### src/rtl/binary_div_8_4_seq.sv
// ============================================================================
// Module   : binary_div_8_4_seq
// Brief    : 8-bit / 4-bit unsigned sequential restoring divider, one
//            quotient bit per enabled cycle, MSB first.
// Revision : 1.0 - initial release
// ============================================================================
`default_nettype none

module binary_div_8_4_seq (
  input  logic       clk,
  input  logic       rst_n,
  input  logic       en,
  input  logic       start,
  input  logic [7:0] N,
  input  logic [3:0] D,
  output logic [7:0] Q,
  output logic [3:0] R,
  output logic       busy,
  output logic       done,
  output logic       div_by_zero
);

  localparam logic [1:0] S_IDLE = 2'd0;
  localparam logic [1:0] S_RUN  = 2'd1;
  localparam logic [1:0] S_DONE = 2'd2;

  logic [1:0] state_q, state_d;
  logic [2:0] cnt_q,   cnt_d;
  logic [4:0] rem_q,   rem_d;
  logic [7:0] dvd_q,   dvd_d;
  logic [3:0] dvs_q,   dvs_d;
  logic [6:0] quo_q,   quo_d;
  logic [7:0] q_q,     q_d;
  logic [3:0] r_q,     r_d;
  logic       busy_q,  busy_d;
  logic       done_q,  done_d;
  logic       dbz_q,   dbz_d;

  logic [5:0] rem_shift;
  logic [4:0] rem_diff;
  logic [4:0] rem_next;
  logic       rem_ge;
  logic [7:0] quo_next;

  // One restoring step: bring in the next dividend bit, subtract if it fits.
  always_comb begin
    rem_shift = {rem_q, dvd_q[7]};
    rem_ge    = (rem_shift >= {2'b00, dvs_q});
    rem_diff  = rem_shift[4:0] - {1'b0, dvs_q};
    rem_next  = rem_ge ? rem_diff : rem_shift[4:0];
    quo_next  = {quo_q, rem_ge};
  end

  always_comb begin
    state_d = state_q;
    cnt_d   = cnt_q;
    rem_d   = rem_q;
    dvd_d   = dvd_q;
    dvs_d   = dvs_q;
    quo_d   = quo_q;
    q_d     = q_q;
    r_d     = r_q;
    busy_d  = busy_q;
    done_d  = done_q;
    dbz_d   = dbz_q;

    case (state_q)
      S_IDLE: begin
        if (en && start) begin
          dvd_d = N;
          dvs_d = D;
          rem_d = 5'd0;
          cnt_d = 3'd0;
          quo_d = 7'd0;
          if (D != 4'h0) begin
            busy_d  = 1'b1;
            state_d = S_RUN;
          end else begin
            // Zero divisor: saturated result is published on the accepting edge.
            q_d     = 8'hFF;
            r_d     = 4'hF;
            dbz_d   = 1'b1;
            done_d  = 1'b1;
            busy_d  = 1'b0;
            state_d = S_DONE;
          end
        end
      end

      S_RUN: begin
        if (en) begin
          rem_d = rem_next;
          quo_d = quo_next[6:0];
          dvd_d = {dvd_q[6:0], 1'b0};
          cnt_d = cnt_q + 3'd1;
          if (cnt_q == 3'd7) begin
            q_d     = quo_next;
            r_d     = rem_next[3:0];
            dbz_d   = 1'b0;
            done_d  = 1'b1;
            busy_d  = 1'b0;
            state_d = S_DONE;
          end
        end
      end

      // Leaves on the very next edge regardless of en so done is one cycle wide.
      S_DONE: begin
        done_d  = 1'b0;
        state_d = S_IDLE;
      end

      default: begin
        state_d = S_IDLE;
      end
    endcase
  end

  always_ff @(posedge clk or negedge rst_n) begin
    if (!rst_n) begin
      state_q <= S_IDLE;
      cnt_q   <= 3'd0;
      rem_q   <= 5'd0;
      dvd_q   <= 8'd0;
      dvs_q   <= 4'd0;
      quo_q   <= 7'd0;
      q_q     <= 8'h00;
      r_q     <= 4'h0;
      busy_q  <= 1'b0;
      done_q  <= 1'b0;
      dbz_q   <= 1'b0;
    end else begin
      state_q <= state_d;
      cnt_q   <= cnt_d;
      rem_q   <= rem_d;
      dvd_q   <= dvd_d;
      dvs_q   <= dvs_d;
      quo_q   <= quo_d;
      q_q     <= q_d;
      r_q     <= r_d;
      busy_q  <= busy_d;
      done_q  <= done_d;
      dbz_q   <= dbz_d;
    end
  end

  assign Q           = q_q;
  assign R           = r_q;
  assign busy        = busy_q;
  assign done        = done_q;
  assign div_by_zero = dbz_q;

endmodule

`default_nettype wire

### config.mk
export PLATFORM = sky130hd
export DESIGN_NAME = binary_div_8_4_seq
export DESIGN_NICKNAME = d
export VERILOG_FILES = /design/src/rtl/binary_div_8_4_seq.sv
export SDC_FILE = /design/constraint.sdc
export NUM_CORES = 1
export LEC_CHECK = 0
export ABC_AREA = 0
export CORE_MARGIN = 2
export CORE_UTILIZATION = 30
export DETAILED_ROUTE_END_ITERATION = 16
export PLACE_DENSITY = 0.56
export SETUP_SLACK_MARGIN = 0.3
export SLEW_MARGIN = 10
export SYNTH_ARGS = -nofsm -noshare
export SYNTH_HDL_FRONTEND = slang
export SYNTH_SLANG_ARGS = --single-unit
### constraint.sdc
create_clock -name clk -period 5.4 [get_ports clk]
set_input_delay 0.54 -clock clk [delete_from_list [all_inputs] [get_ports clk]]
set_output_delay 0.54 -clock clk [all_outputs]
set_load 0.01 [all_outputs]
# ---- After elaboration in Yosys (flattened, before gate mapping)
# Cells that the tools add are included.
dict set report word_totals {
  ff_bits 44
  latchBits 0
  ram_bits 0
  rom_bits 0
  input_bits 16
  output_inout_bits 15
  word_cells 71
  n_memories 0
}
dict set report op_classes {
  n_addsub 2
  n_mul 0
  div_mod_pow 0
  magnitude_cmp 1
  eq_ne 7
  n_shift 0
  n_mux 39
  bitwise_logic 0
  n_reduce_logical 11
}
# operator n
set op_table {}
lappend op_table {{$mux 8} 6}
lappend op_table {{$pmux 8 s2} 2}
lappend op_table {{$mux 4} 4}
lappend op_table {{$mux 5} 3}
lappend op_table {{$mux 7} 2}
lappend op_table {{$pmux 7 s2} 1}
lappend op_table {{$pmux 5 s2} 1}
lappend op_table {{$reduce_and 5->1} 2}
lappend op_table {{$mux 1} 8}
lappend op_table {{$mux 2} 4}
lappend op_table {{$ne 2x2->1 const B} 4}
lappend op_table {{$pmux 4 s2} 1}
lappend op_table {{$ge 6x4->1} 1}
lappend op_table {{$mux 3} 2}
lappend op_table {{$pmux 3 s2} 1}
lappend op_table {{$reduce_and 3->1} 2}
lappend op_table {{$sub 5x4->5} 1}
lappend op_table {{$pmux 1 s2} 2}
lappend op_table {{$pmux 2 s2} 1}
lappend op_table {{$reduce_and 4->1} 1}
lappend op_table {{$reduce_bool 4->1} 1}
lappend op_table {{$add 3x1->3 const B} 1}
lappend op_table {{$eq 3x3->1 const B} 1}
lappend op_table {{$pmux 1 s3} 1}
lappend op_table {{other kinds (7)} 7}

# ---- Logic depth before layout (Yosys ltp)
dict set report logic_depth {
  depth_word 5
  depth_mapped 9
  mapped_depth_nobuf 8
}

# ---- Worst setup path before layout
# OpenSTA, ideal clock, no wires.
dict set report synth_timing {
  path_type {in2reg}
  startpoint {input port D[1]}
  endpoint {register r_q[1], in the netlist R[1]}
  setup_ns 0.081
  arrival_ns 1.886
  t_required_ns 5.319
  path_slack_ns 3.432
  cell_stages 5
  path_buffers 1
  cell_sequence {or4_4 > a2111oi_4 > buf_6 > nor2_2 > a31oi_2}
}
dict set report synth_via {
  elab_chain_len 3
}
# element line
set synth_lines {}
lappend synth_lines {{start, declared} 15} ;# input logic [3:0] D,
lappend synth_lines {{$reduce_bool 4->1} 75} ;# if (D != 4'h0) begin
lappend synth_lines {{$ne 2x2->1 (no source line)} -}
lappend synth_lines {{$reduce_and 5->1 (no source line)} -}
lappend synth_lines {{end signal, assigned} 140} ;# r_q <= r_d;
lappend synth_lines {{end, declared} 34} ;# logic [3:0] r_q, r_d;
# No other way between the ends.
# A chain may end at the register's enable or synchronous reset.

# ---- Worst setup path in the final report
dict set report layout_timing {
  startpoint {input port D[1]}
  endpoint {register r_q[3], in the netlist R[3]}
}
# Same word-level chain as after synthesis.

==> metrics.log <==
INFO  metric antenna_found_initial = 0
INFO  metric critical_path.cell_chain = clkdlybuf4s50_1, or4_4, a2111oi_4, o32ai_1, a31oi_1
INFO  metric grt.total_usage = 12.55%
INFO  metric dpl.hpwl = 2.913 mm
INFO  metric worst_ir_drop_vdd = 0.2413 mV
INFO  metric finalCritPeriodShare = 49.88%
INFO  metric synth_ff_type = sky130_fd_sc_hd__dfrtp_1
INFO  metric yosysMostFrequentCell = sky130_fd_sc_hd__dfrtp_1
INFO  metric path_buf_inv = 1
INFO  metric layout.nets = 234
INFO  metric syn_to_final_growth = 22.49%
INFO  metric yosys-mux-area-fraction = 3.961%
INFO  metric post-cts-setup-buffer-count = 0
INFO  metric wl = 4.356 mm
INFO  metric critical_path.endpoint_type = register
INFO  metric postSynthNetCount = 208
INFO  metric diodes_inserted = 0
INFO  metric tritoncts = yes
INFO  metric worst_skew_pair.late_latency = 300 ps
INFO  metric max_freq = 371.3 MHz
INFO  metric start_util = 30.56%
INFO  metric class_of_the_worst_hold_path = primary input to asynchronous set/reset pin
INFO  metric result_of_the_run = finished clean
INFO  metric rsz_0062_raised_after_global_routing = false
INFO  metric period_needed = 2693 ps
INFO  metric die-height = 86.73 µm
INFO  metric endpoint_of_the_worst_register_to_register_path = R[3]
INFO  metric final.setup_skew = 5.303 ps
INFO  metric synthesis.area = 0.002053 mm²
INFO  metric floorplan.rows = 30
INFO  metric r2r_slack = 3130 ps
INFO  metric yosys-top-cells-area = sky130_fd_sc_hd__dfrtp_1 54%, sky130_fd_sc_hd__nand2_1 4.0%, sky130_fd_sc_hd__a22o_1 3.8%
INFO  metric global_route.overflow_total = 0
INFO  metric post_cts_resize_count = 0
INFO  metric critical_path_required = 5620 ps
INFO  metric post_synth_num_cell_types = 45
INFO  metric detail_route.first_pass.iterations = 4
INFO  metric timing.critical_path.from_type = primary input
INFO  metric synthDominantAreaCellType = sky130_fd_sc_hd__dfrtp_1
INFO  metric crit_arrival = 2920 ps
INFO  metric route.detailed.drc = 0
INFO  metric cts_max_level = 2
INFO  metric io_buffer_count = 30
INFO  metric yosys.area.top_type_share = 53.63%
INFO  metric type_of_the_worst_setup_path = primary input to register
INFO  metric synthCells = 185
INFO  metric synthXorXnorAreaFrac = 0.8531%
INFO  metric drt-initial-drc-count = 72
INFO  metric crit_fanout = 15
INFO  metric clkSinkCount = 44
INFO  metric postRouteAntennaNets = 0
INFO  metric post_drt_wl_per_cell = 14.92 µm
INFO  metric maximum_number_of_pins_on_one_net_before_global_route_repair = 45
INFO  metric critical_path.top_delay_family = compound AO/OA/AOI/OAI gates
INFO  metric final_hold_viol_count = 0
INFO  metric cts-root-buf = sky130_fd_sc_hd__clkbuf_8
INFO  metric worst_r2r_startpoint = cnt_q[0]
INFO  metric synth-seq-cells = 44
INFO  metric main_combinational_cell_family_by_area_after_synthesis = compound AO/OA/AOI/OAI gates
INFO  metric timing.setup.tns = 0 ps
INFO  metric critical-path-slowest-cell = sky130_fd_sc_hd__a2111oi_4
INFO  metric worst_slew_pin_slew = 1093 ps
INFO  metric postCtsHoldBufs = 0
INFO  metric count_of_pins_on_the_block_boundary = 31
INFO  metric place.gp.congestion = 0.7975
INFO  metric worstSetupPathDepth = 5
INFO  metric max-clock-path-buffers = 2
INFO  metric finish.utilization = 37.43%
INFO  metric slew_headroom = 27.12%
INFO  metric cts_inserted_buffers = 5
INFO  metric avgSynthCellArea = 11.10 µm²
INFO  metric ratio_of_cells_with_drive_above_1_in_the_final_layout = 8.019%
INFO  metric grt_first_pass_wirelength = 7.500 mm
INFO  metric ffs_w_async_s_r_synth = 100.0%
INFO  metric maxCapViolations = 0
INFO  metric route.detailed.vias_per_inst = 5.154
INFO  metric via_count = 1505
INFO  metric die_x = 86.73 µm
INFO  metric synth.cells.most_frequent = 44 x sky130_fd_sc_hd__dfrtp_1, 22 x sky130_fd_sc_hd__nand2_1, 12 x sky130_fd_sc_hd__o21ai_1, 9 x sky130_fd_sc_hd__a22o_1, 8 x sky130_fd_sc_hd__clkbuf_1
INFO  metric core_area = 0.006719 mm²
INFO  metric timing.critical_path.slowest_cell_delay = 960 ps
INFO  metric power_density = 619.9 mW/mm²
INFO  metric grt_pass1_vias = 1494
INFO  metric holdWs = 405.7 ps
INFO  metric setup-violations-final = 0
INFO  metric worst_r2r_path_depth = 6
INFO  metric synth-adder-area-share = 4.631%
INFO  metric cts.reportedPaths.clkPinSlew = 90 ps
INFO  metric yosys_warnings = 0
INFO  metric num-fill-cells = 670
INFO  metric synth-compound-area-share = 19.56%
INFO  metric seq_area_frac_synth = 53.63%
INFO  metric p_leak = 1.030 nW
INFO  metric final_max_slew_viol_count = 0
INFO  metric die_area = 0.007522 mm²
INFO  metric synthSimpleGateAreaFrac = 13.89%
INFO  metric synth-edff-count = 0
==> worst register-to-register path, stage by stage (launching register included) <==
cell and delay, ps:
sky130_fd_sc_hd__dfrtp_1 380, sky130_fd_sc_hd__ha_1 160, sky130_fd_sc_hd__ha_1 230, sky130_fd_sc_hd__nor2b_1 110
sky130_fd_sc_hd__a2111oi_4 930, sky130_fd_sc_hd__o32ai_1 210, sky130_fd_sc_hd__a31oi_1 190
==> stage by stage <==
| stage | setup slack [ps] | power [mW] | std cells | cell area, µm² |
|---|---|---|---|---|
| 6_report | 2707 | 1.559 | 292 | 2515 |
| 4_1_cts | 2705 | 1.575 | 292 | 2515 |
| 5_1_grt | 2577 | 1.702 | 292 | 2515 |
| 3_5_place_dp | 2381 | 1.306 | 284 | 2400 |
| 3_3_place_gp | 2448 | 1.296 | 284 | 2400 |
| 2_1_floorplan | 3432 | 1.064 | 185 | 2053 |
==> layer usage <==
metal | vias up | share of wire, % | GRT usage (%)
met4 | 0 | 1.3 | 2.983
met1 | 747 | 49 | 18.12
li1 | 723 | - | -
met2 | 28 | 47 | 19.16
met5 | - | 0 | 0
met3 | 7 | 3.0 | 2.857
==> logic make-up after synthesis <==
kind of cell | count (synthesis)
XOR/XNOR | 2
buffers and inverters | 17
flip-flops | 44
AO/OA/AOI/OAI | 52
AND/OR/NAND/NOR | 55
multiplexers | 8
adder cells (fa/ha/maj) | 7
==> power breakdown <==
group	switching (mW)	internal, mW	leakage [nW]
Clock	0.121	0.139	0.0548
Combinational	0.389	0.325	0.460
Sequential	0.107	0.477	0.515
Total	0.617	0.942	1.03
==> worst max path at each step <==
stage                     from  endpoint  slack [ps]
final                     D[1]      R[3]        2710
after global routing      D[1]      R[3]        2580
after CTS                 D[1]      R[3]        2700
after detailed placement  D[1]      R[3]        2380
after global placement    D[1]      R[3]        2450
after floorplan           D[1]      R[1]        3430
==> flip-flops by register name, summed over array words and instances (netlist names) <==
register and flops:
done 1, dvs_q 4, busy 1, div_by_zero 1
rem_q 5, state_q 2, Q 8, quo_q 7
dvd_q 8, cnt_q 3, R 4
==> layout by cell type (no fill, tap or decap), drive strengths merged, types with 2 or more instances in the layout <==
master / instances
dfrtp: 44
clkdlybuf4s50: 29
nand2: 22
o21ai: 15
a22o: 9
nor2: 9
mux2i: 7
o22a: 7
ha: 6
inv: 6
o31ai: 5
clkbuf: 5
and2: 4
a21oi: 4
nand3: 3
nand4: 3
a31oi: 3
nand2b: 2
nand3b: 2
a32oi: 2
nor4: 2
a21o: 2
or2: 2
==> layout make-up <==
type                       instances  area, µm²  share of cell area, %
clock buffer                       5      68.82                  2.736
clock inverter                     3      46.29                  1.841
inverter                           6      22.52                 0.8955
multi-input combinational        124      880.8                  35.02
sequential                        44       1101                  43.78
tap                               80      100.1                  3.980
timing repair buffer              30      295.3                  11.74
No activity file was read; power rests on OpenSTA's default activity.
